<file path="config.mk">
export PLATFORM = sky130hd
export DESIGN_NAME = btn_pulse_gen
export DESIGN_NICKNAME = d
export VERILOG_FILES = /design/src/rtl/btn_pulse_gen.sv
export SDC_FILE = /design/constraint.sdc
export NUM_CORES = 1
export LEC_CHECK = 0
export CAP_MARGIN = 20
export CORE_MARGIN = 1.5
export CORE_UTILIZATION = 45
export CTS_BUF_LIST = sky130_fd_sc_hd__clkbuf_4 sky130_fd_sc_hd__clkbuf_8
export CTS_CLUSTER_DIAMETER = 50
export CTS_CLUSTER_SIZE = 20
export DETAILED_ROUTE_END_ITERATION = 8
export PLACE_DENSITY = 0.75
export SYNTH_ARGS = -nofsm -noshare
export SYNTH_HDL_FRONTEND = slang
export SYNTH_SLANG_ARGS = --single-unit
</file>
<file path="constraint.sdc">
create_clock -name clk -period 2.4 [get_ports clk]
set_clock_uncertainty 0.05 [all_clocks]
set_input_delay 0.24 -clock clk [delete_from_list [all_inputs] [get_ports clk]]
set_output_delay 0.24 -clock clk [all_outputs]
set_load 0.01 [all_outputs]
</file>
<file path="src/rtl/btn_pulse_gen.sv">
// Push-button conditioner: two-flop synchronizer, press/release debounce and
// optional auto-repeat, producing one-cycle pulses on signal.
//
// state      | meaning
// IDLE       | button released, waiting for a synchronized press
// DB_PRESS   | press seen, counting stable-high cycles
// HOLD_DELAY | press accepted, waiting out the initial repeat delay
// REPEAT     | auto-repeating every REPEAT_PERIOD cycles
// DB_RELEASE | release seen, counting stable-low cycles
module btn_pulse_gen #(
    parameter int DEBOUNCE_CYCLES = 4,
    parameter int REPEAT_DELAY    = 10,
    parameter int REPEAT_PERIOD   = 5,
    parameter int REPEAT_EN       = 1,
    parameter int CNT_W           = 16
) (
    input  logic       clk,
    input  logic       rst,
    input  logic       btn,
    input  logic       enable,
    output logic       signal,
    output logic       held,
    output logic [2:0] state
);

    localparam logic [2:0] IDLE       = 3'd0;
    localparam logic [2:0] DB_PRESS   = 3'd1;
    localparam logic [2:0] HOLD_DELAY = 3'd2;
    localparam logic [2:0] REPEAT     = 3'd3;
    localparam logic [2:0] DB_RELEASE = 3'd4;

    localparam logic [CNT_W-1:0] DB_LAST     = CNT_W'(DEBOUNCE_CYCLES - 1);
    localparam logic [CNT_W-1:0] DELAY_LAST  = CNT_W'(REPEAT_DELAY - 1);
    localparam logic [CNT_W-1:0] PERIOD_LAST = CNT_W'(REPEAT_PERIOD - 1);
    localparam logic [CNT_W-1:0] CNT_MAX     = '1;

    logic             s1, s2, btn_s;
    logic [2:0]       state_q, state_d;
    logic [CNT_W-1:0] cnt, cnt_d;
    logic             pulse;
    logic             held_d;

    always_ff @(posedge clk) begin
        if (!rst) begin
            s1 <= 1'b0;
            s2 <= 1'b0;
        end else begin
            s1 <= btn;
            s2 <= s1;
        end
    end

    assign btn_s = s2;

    always_ff @(posedge clk) begin
        if (!rst) begin
            state_q <= IDLE;
            cnt     <= '0;
            signal  <= 1'b0;
            held    <= 1'b0;
        end else begin
            state_q <= state_d;
            cnt     <= cnt_d;
            signal  <= pulse & enable;
            held    <= held_d;
        end
    end

    always_comb begin
        state_d = state_q;
        cnt_d   = cnt + CNT_W'(1);
        pulse   = 1'b0;
        case (state_q)
            IDLE: begin
                cnt_d = '0;
                if (btn_s) state_d = DB_PRESS;
            end
            DB_PRESS: begin
                if (!btn_s) begin
                    state_d = IDLE;
                end else if (cnt == DB_LAST) begin
                    state_d = HOLD_DELAY;
                    pulse   = 1'b1;
                end
            end
            HOLD_DELAY: begin
                if (!btn_s) begin
                    state_d = DB_RELEASE;
                end else if (REPEAT_EN != 0 && cnt == DELAY_LAST) begin
                    state_d = REPEAT;
                    pulse   = 1'b1;
                end else if (cnt == CNT_MAX) begin
                    cnt_d = cnt;
                end
            end
            REPEAT: begin
                // release wins over a coincident repeat pulse
                if (!btn_s) begin
                    state_d = DB_RELEASE;
                end else if (cnt == PERIOD_LAST) begin
                    pulse = 1'b1;
                    cnt_d = '0;
                end
            end
            DB_RELEASE: begin
                if (btn_s) begin
                    state_d = HOLD_DELAY;
                end else if (cnt == DB_LAST) begin
                    state_d = IDLE;
                end
            end
            default: state_d = IDLE;
        endcase
        if (state_d != state_q) cnt_d = '0;
    end

    always_comb begin
        held_d = (state_d == HOLD_DELAY) || (state_d == REPEAT) || (state_d == DB_RELEASE);
    end

    assign state = state_q;

endmodule

</file>
# After elaboration in Yosys (flattened, before gate mapping)
# Cells that the tools add are included.
# totals
register_bits,23
latch_bits,0
ram_bits,0
romBits,0
in_bits,4
output_inout_bits,5
wordCells,48
n_memories,0
# classes
add_sub_neg,1
n_mul,0
n_div,0
n_lt_le_gt_ge,0
n_eq_ne,13
shifts,0
mux,22
n_bitwise,2
reduce_logical,4
# op_table
op,count
2-to-1 mux 16 bit,5
one-hot mux 16 bit (3 select lines),1
2-to-1 mux 3 bit,8
adder 16 x 1 -> 16 bit (second input constant),1
equality test 16 bit (second input constant),1
equality test 16 x 2 -> 1 bit (second input constant),1
equality test 16 x 3 -> 1 bit (second input constant),1
equality test 16 x 4 -> 1 bit (second input constant),1
one-hot mux 3 bit (5 select lines),1
equality test 3 x 2 -> 1 bit (second input constant),4
equality test 3 bit (second input constant),2
2-to-1 mux 1 bit,6
inequality test 4 bit (second input constant),1
equality test 3 x 1 -> 1 bit (second input constant),1
zero test 3 bit,1
inequality test 3 bit,1
one-hot mux 1 bit (3 select lines),1
logical OR 1 bit,2
OR reduction 2 bit,1
AND 1 bit,1
NOT 1 bit,1

# Longest topological paths before layout
# depth
word_depth,7
depth_mapped,8
mapped_depth_nobuf,7

# Worst setup path after synthesis
# Ideal clock, no wire load.
# synth_path
path_kind,reg2reg
startpoint,register cnt[0]
endpoint,register cnt[10]
setup_ps,116
arrival_ps,1768
required_time_ps,2234
slack_ps,466
stages_incl_launch_ff,8
n_path_buf,1
period_less_slack_ps,1934
cell_sequence,dfxtp_1 > ha_1 > nor3b_1 > and4_1 > o31ai_2 > a31oi_2 > buf_6 > nor3_1
# synth_via
elab_chain_len,6
word_cells_on_any_way,21
classes_between,1 x add/sub; 6 x eq/ne; 13 x mux; 1 x reduce/logical
# synth_rtl
element,line_no,source
"start, declared",39,"logic [CNT_W-1:0] cnt, cnt_d;"
"start signal, assigned",63,cnt <= cnt_d;
"parallel branches: the longest is 6 deep, another holds adder 16 x 1 -> 16 bit",n/a,
# Several ways; the timed one is not identified. The select of a mux whose other input is x is not followed.
# A chain may end at the register's enable or synchronous reset.

# Worst setup path in the final report
# Same ends and word-level chain as after synthesis.

==> flow_metrics.py <==
metrics = {
    "synth": {
        "synth_top_cell_area_share_pct": 34.26,
        "synth_compound_area_share_pct": 12.66,
        "ys_seq_elements": 23,
        "synth_mux_area_share_pct": 0,
        "yosysUniqueCellTypes": 48,
        "synth_top_cell_by_area": "dfxtp_1",
        "syn-num-nets": 170,
        "yosys.area_share.simple_pct": 39.57,
        "synthAdderAreaFrac_pct": 2.793,
        "yosys_warnings": 0,
        "ys_async_sr_fraction_pct": 0,
        "syn_avg_cell_area_um2": 8.244,
        "netlist_area_mm2": 0.001344,
        "synth_cells": 163,
        "synth_xor_area_share_pct": 4.562,
        "synth_edf_count": 0,
        "synth_top_family_by_area": "simple AND/OR/NAND/NOR gates",
        "ys.flop_type": "dfxtp_1",
        "synth_area_leaders": "dfxtp_1 34%, nor3_1 5.2%, a21oi_1 3.7%",
        "yosysSeqAreaShare_pct": 34.26,
    },
    "hold_path": {
        "min_path_type": "flop to flop",
    },
    "worst_setup_path": {
        "worstPathArrival_ns": 2.29,
        "critical_path_peak_fanout": 16,
        "r2r_start": "cnt[0]",
        "r2r-end": "cnt[10]",
        "required_ns": 2.56,
        "crit_type": "flop to flop",
        "reg2reg_slack_ns": 0.27,
        "r2r.worst_path.cells": 7,
        "crit_path_end_kind": "flop",
        "setup.worst_path.start": "cnt[0]",
        "cp-start-kind": "flop",
        "endpoint": "cnt[10]",
    },
    "route": {
        "antenna_left": 0,
        "remaining_drc_errors": 0,
        "vias": 1170,
        "wire_per_inst_um": 13.63,
        "vias_per_cell": 5.909,
        "drt_iter0_drc": 38,
        "dr.pass1.iters": 4,
        "wirelength_mm": 2.699,
    },
    "global_routing": {
        "grt_use_met2_pct": 30.03,
        "top_usage_layer": "met2",
        "overflow": 0,
        "grt_pass1_vias": 1072,
        "grt_pass1_wl_mm": 4.719,
        "met3_usage_pct": 5.357,
        "groute.layer.met1.usage_pct": 22.61,
        "antenna_found_initial": 0,
        "grt_max_degree": 17,
        "grt_use_total_pct": 18.04,
    },
    "power": {
        "power_density_mw_per_mm2": 417.3,
        "p_leak_nw": 0.4509,
        "total_power_mw": 0.6056,
        "vdd_drop_max_uv": 338.0,
    },
    "cts": {
        "cts_made_buffers": 3,
        "htree_levels": 1,
        "clkLatencyLatePin_ns": 0.31,
        "cts_tree": "yes",
        "ctsRootBufferMaster": "clkbuf_4",
        "cts_resized": 0,
        "cts_sinks": 23,
        "path_clk_slew_ns": 0.12,
        "cts_hold_buf": 0,
        "post_cts_buffers": 0,
        "cts.path.max_buffers": 2,
    },
    "finish": {
        "fill_cells": 262,
        "drive_gt1_share_pct": 11.38,
        "syn2layout_area_growth_pct": 8.007,
        "diodes": 0,
        "nNetsFinal": 175,
    },
    "floorplan": {
        "dieHeight_um": 57.65,
        "die_w_um": 57.65,
        "die-area_mm2": 0.003323,
        "core_mm2": 0.002805,
        "initial_utilization_pct": 47.90,
        "std_cell_rows": 19,
        "num_io_pins": 9,
    },
    "flow_run": {
        "maxCapViolCount": 0,
    },
    "timing": {
        "rsz0062_at_grt": "false",
        "max_slew.worst_pin.slew_ns": 0.6141,
        "hold_violations": 0,
        "setup_viol": 0,
        "timing.final.max_slew_violations": 0,
        "fin_setup_tns_ns": 0,
        "fin_crit_sh_pct": 88.91,
        "slew_headroom_pct": 58.75,
        "fmax_mhz": 468.6,
        "period_needed_ns": 2.134,
    },
    "place": {
        "hpwl_mm": 1.940,
        "gp_congestion": 0.8505,
        "io_buffers": 8,
    },
    "outcome": {
        "outcome": "finished clean",
    },
}
-- power breakdown --
part / switching, mW / total (mW) / internal [mW]
Sequential: 0.00368 / 0.388 / 0.384
Clock: 0.113 / 0.189 / 0.0762
Combinational: 0.0160 / 0.0288 / 0.0128
Total: 0.133 / 0.606 / 0.473
-- registers in the layout, summed over array words and instances (netlist names) --
signal,count
s1,1
signal,1
held,1
state,3
cnt,16
btn_s,1
-- final cells by class --
type	instances	area, um2	area share (%)
multi-input cells	123	800.8	55.17
flip-flops and latches	23	460.4	31.72
repair buffers	10	95.09	6.552
well taps	31	38.79	2.672
clock buffers	4	30.03	2.069
inverters	7	26.28	1.810
-- stage by stage --
stage / util [%] / instances / setup WS [ns] / hold slack (ns) / instance area, um2
final: 51.74 / 198 / 0.2661 / 0.4076 / 1451
after CTS: 51.74 / 198 / 0.2867 / 0.4119 / 1451
after floorplan: - / 163 / 0.4659 / 0.3117 / 1344
after detailed placement: 50.67 / 194 / 0.3112 / 0.3788 / 1421
after global placement: 50.67 / 194 / 0.3578 / 0.3743 / 1421
after global routing: 51.74 / 198 / 0.08685 / 0.4352 / 1451
-- logic make-up (layout without fill, tap and decap cells) --
| group | count (synthesis) | count (layout) |
|---|---|---|
| AND/OR/NAND/NOR | 87 | 87 |
| AO/OA/AOI/OAI | 26 | 26 |
| flip-flops | 23 | 23 |
| buffers and inverters | 17 | 21 |
| XOR/XNOR | 7 | 7 |
| adder cells (fa/ha/maj) | 3 | 3 |
-- Yosys cell counts, drive strengths merged (3+ instances only) --
master,instances
dfxtp,23
nor3,17
nor2,12
a21oi,10
nand2,9
nand4,9
buf,7
inv,7
nand3,7
nor4,5
o21ai,5
xor2,5
and2,4
a31oi,3
and3,3
clkbuf,3
ha,3
nand3b,3
nand4b,3
-- routing by layer --
layer	up-vias	wire length, um
li1	605	-
met1	552	1325
met2	11	1269
met3	2	82
met4	0	23
met5	-	0
-- placed cells by master, fill, tap and decap left out, drive strengths merged, types with 2 or more instances in the layout --
cell type / count
nand4b: 3
nor3: 17
nor2b: 2
clkbuf: 4
or4: 2
and2: 4
and3: 3
and4: 2
dfxtp: 23
nor4: 5
nand2: 9
o211ai: 2
inv: 7
buf: 2
nand2b: 2
nor2: 12
a31oi: 3
a21oi: 10
ha: 3
xnor2: 2
nand3: 7
or2: 2
nand4: 9
xor2: 5
o21ai: 5
nand3b: 3
nor4b: 2
nor3b: 2
clkdlybuf4s50: 8
-- critical path, cell delays in order (launching register included) --
cell     delay (ns)
dfxtp_1        0.46
ha_1           0.27
nor3b_1        0.29
and4_1         0.35
o31ai_2        0.09
a31oi_2        0.19
buf_4          0.25
nor3_1         0.08
-- worst min-delay path by stage --
stage                start      to  slack, ns  cells after the start
floorplan              rst   btn_s       0.31                      1
global placement        s1   btn_s       0.37                      1
detailed placement      s1   btn_s       0.38                      1
CTS                     s1   btn_s       0.41                      1
global route        enable  signal       0.44                      3
finish                  s1   btn_s       0.41                      1
(Power assumes the default switching activity.)
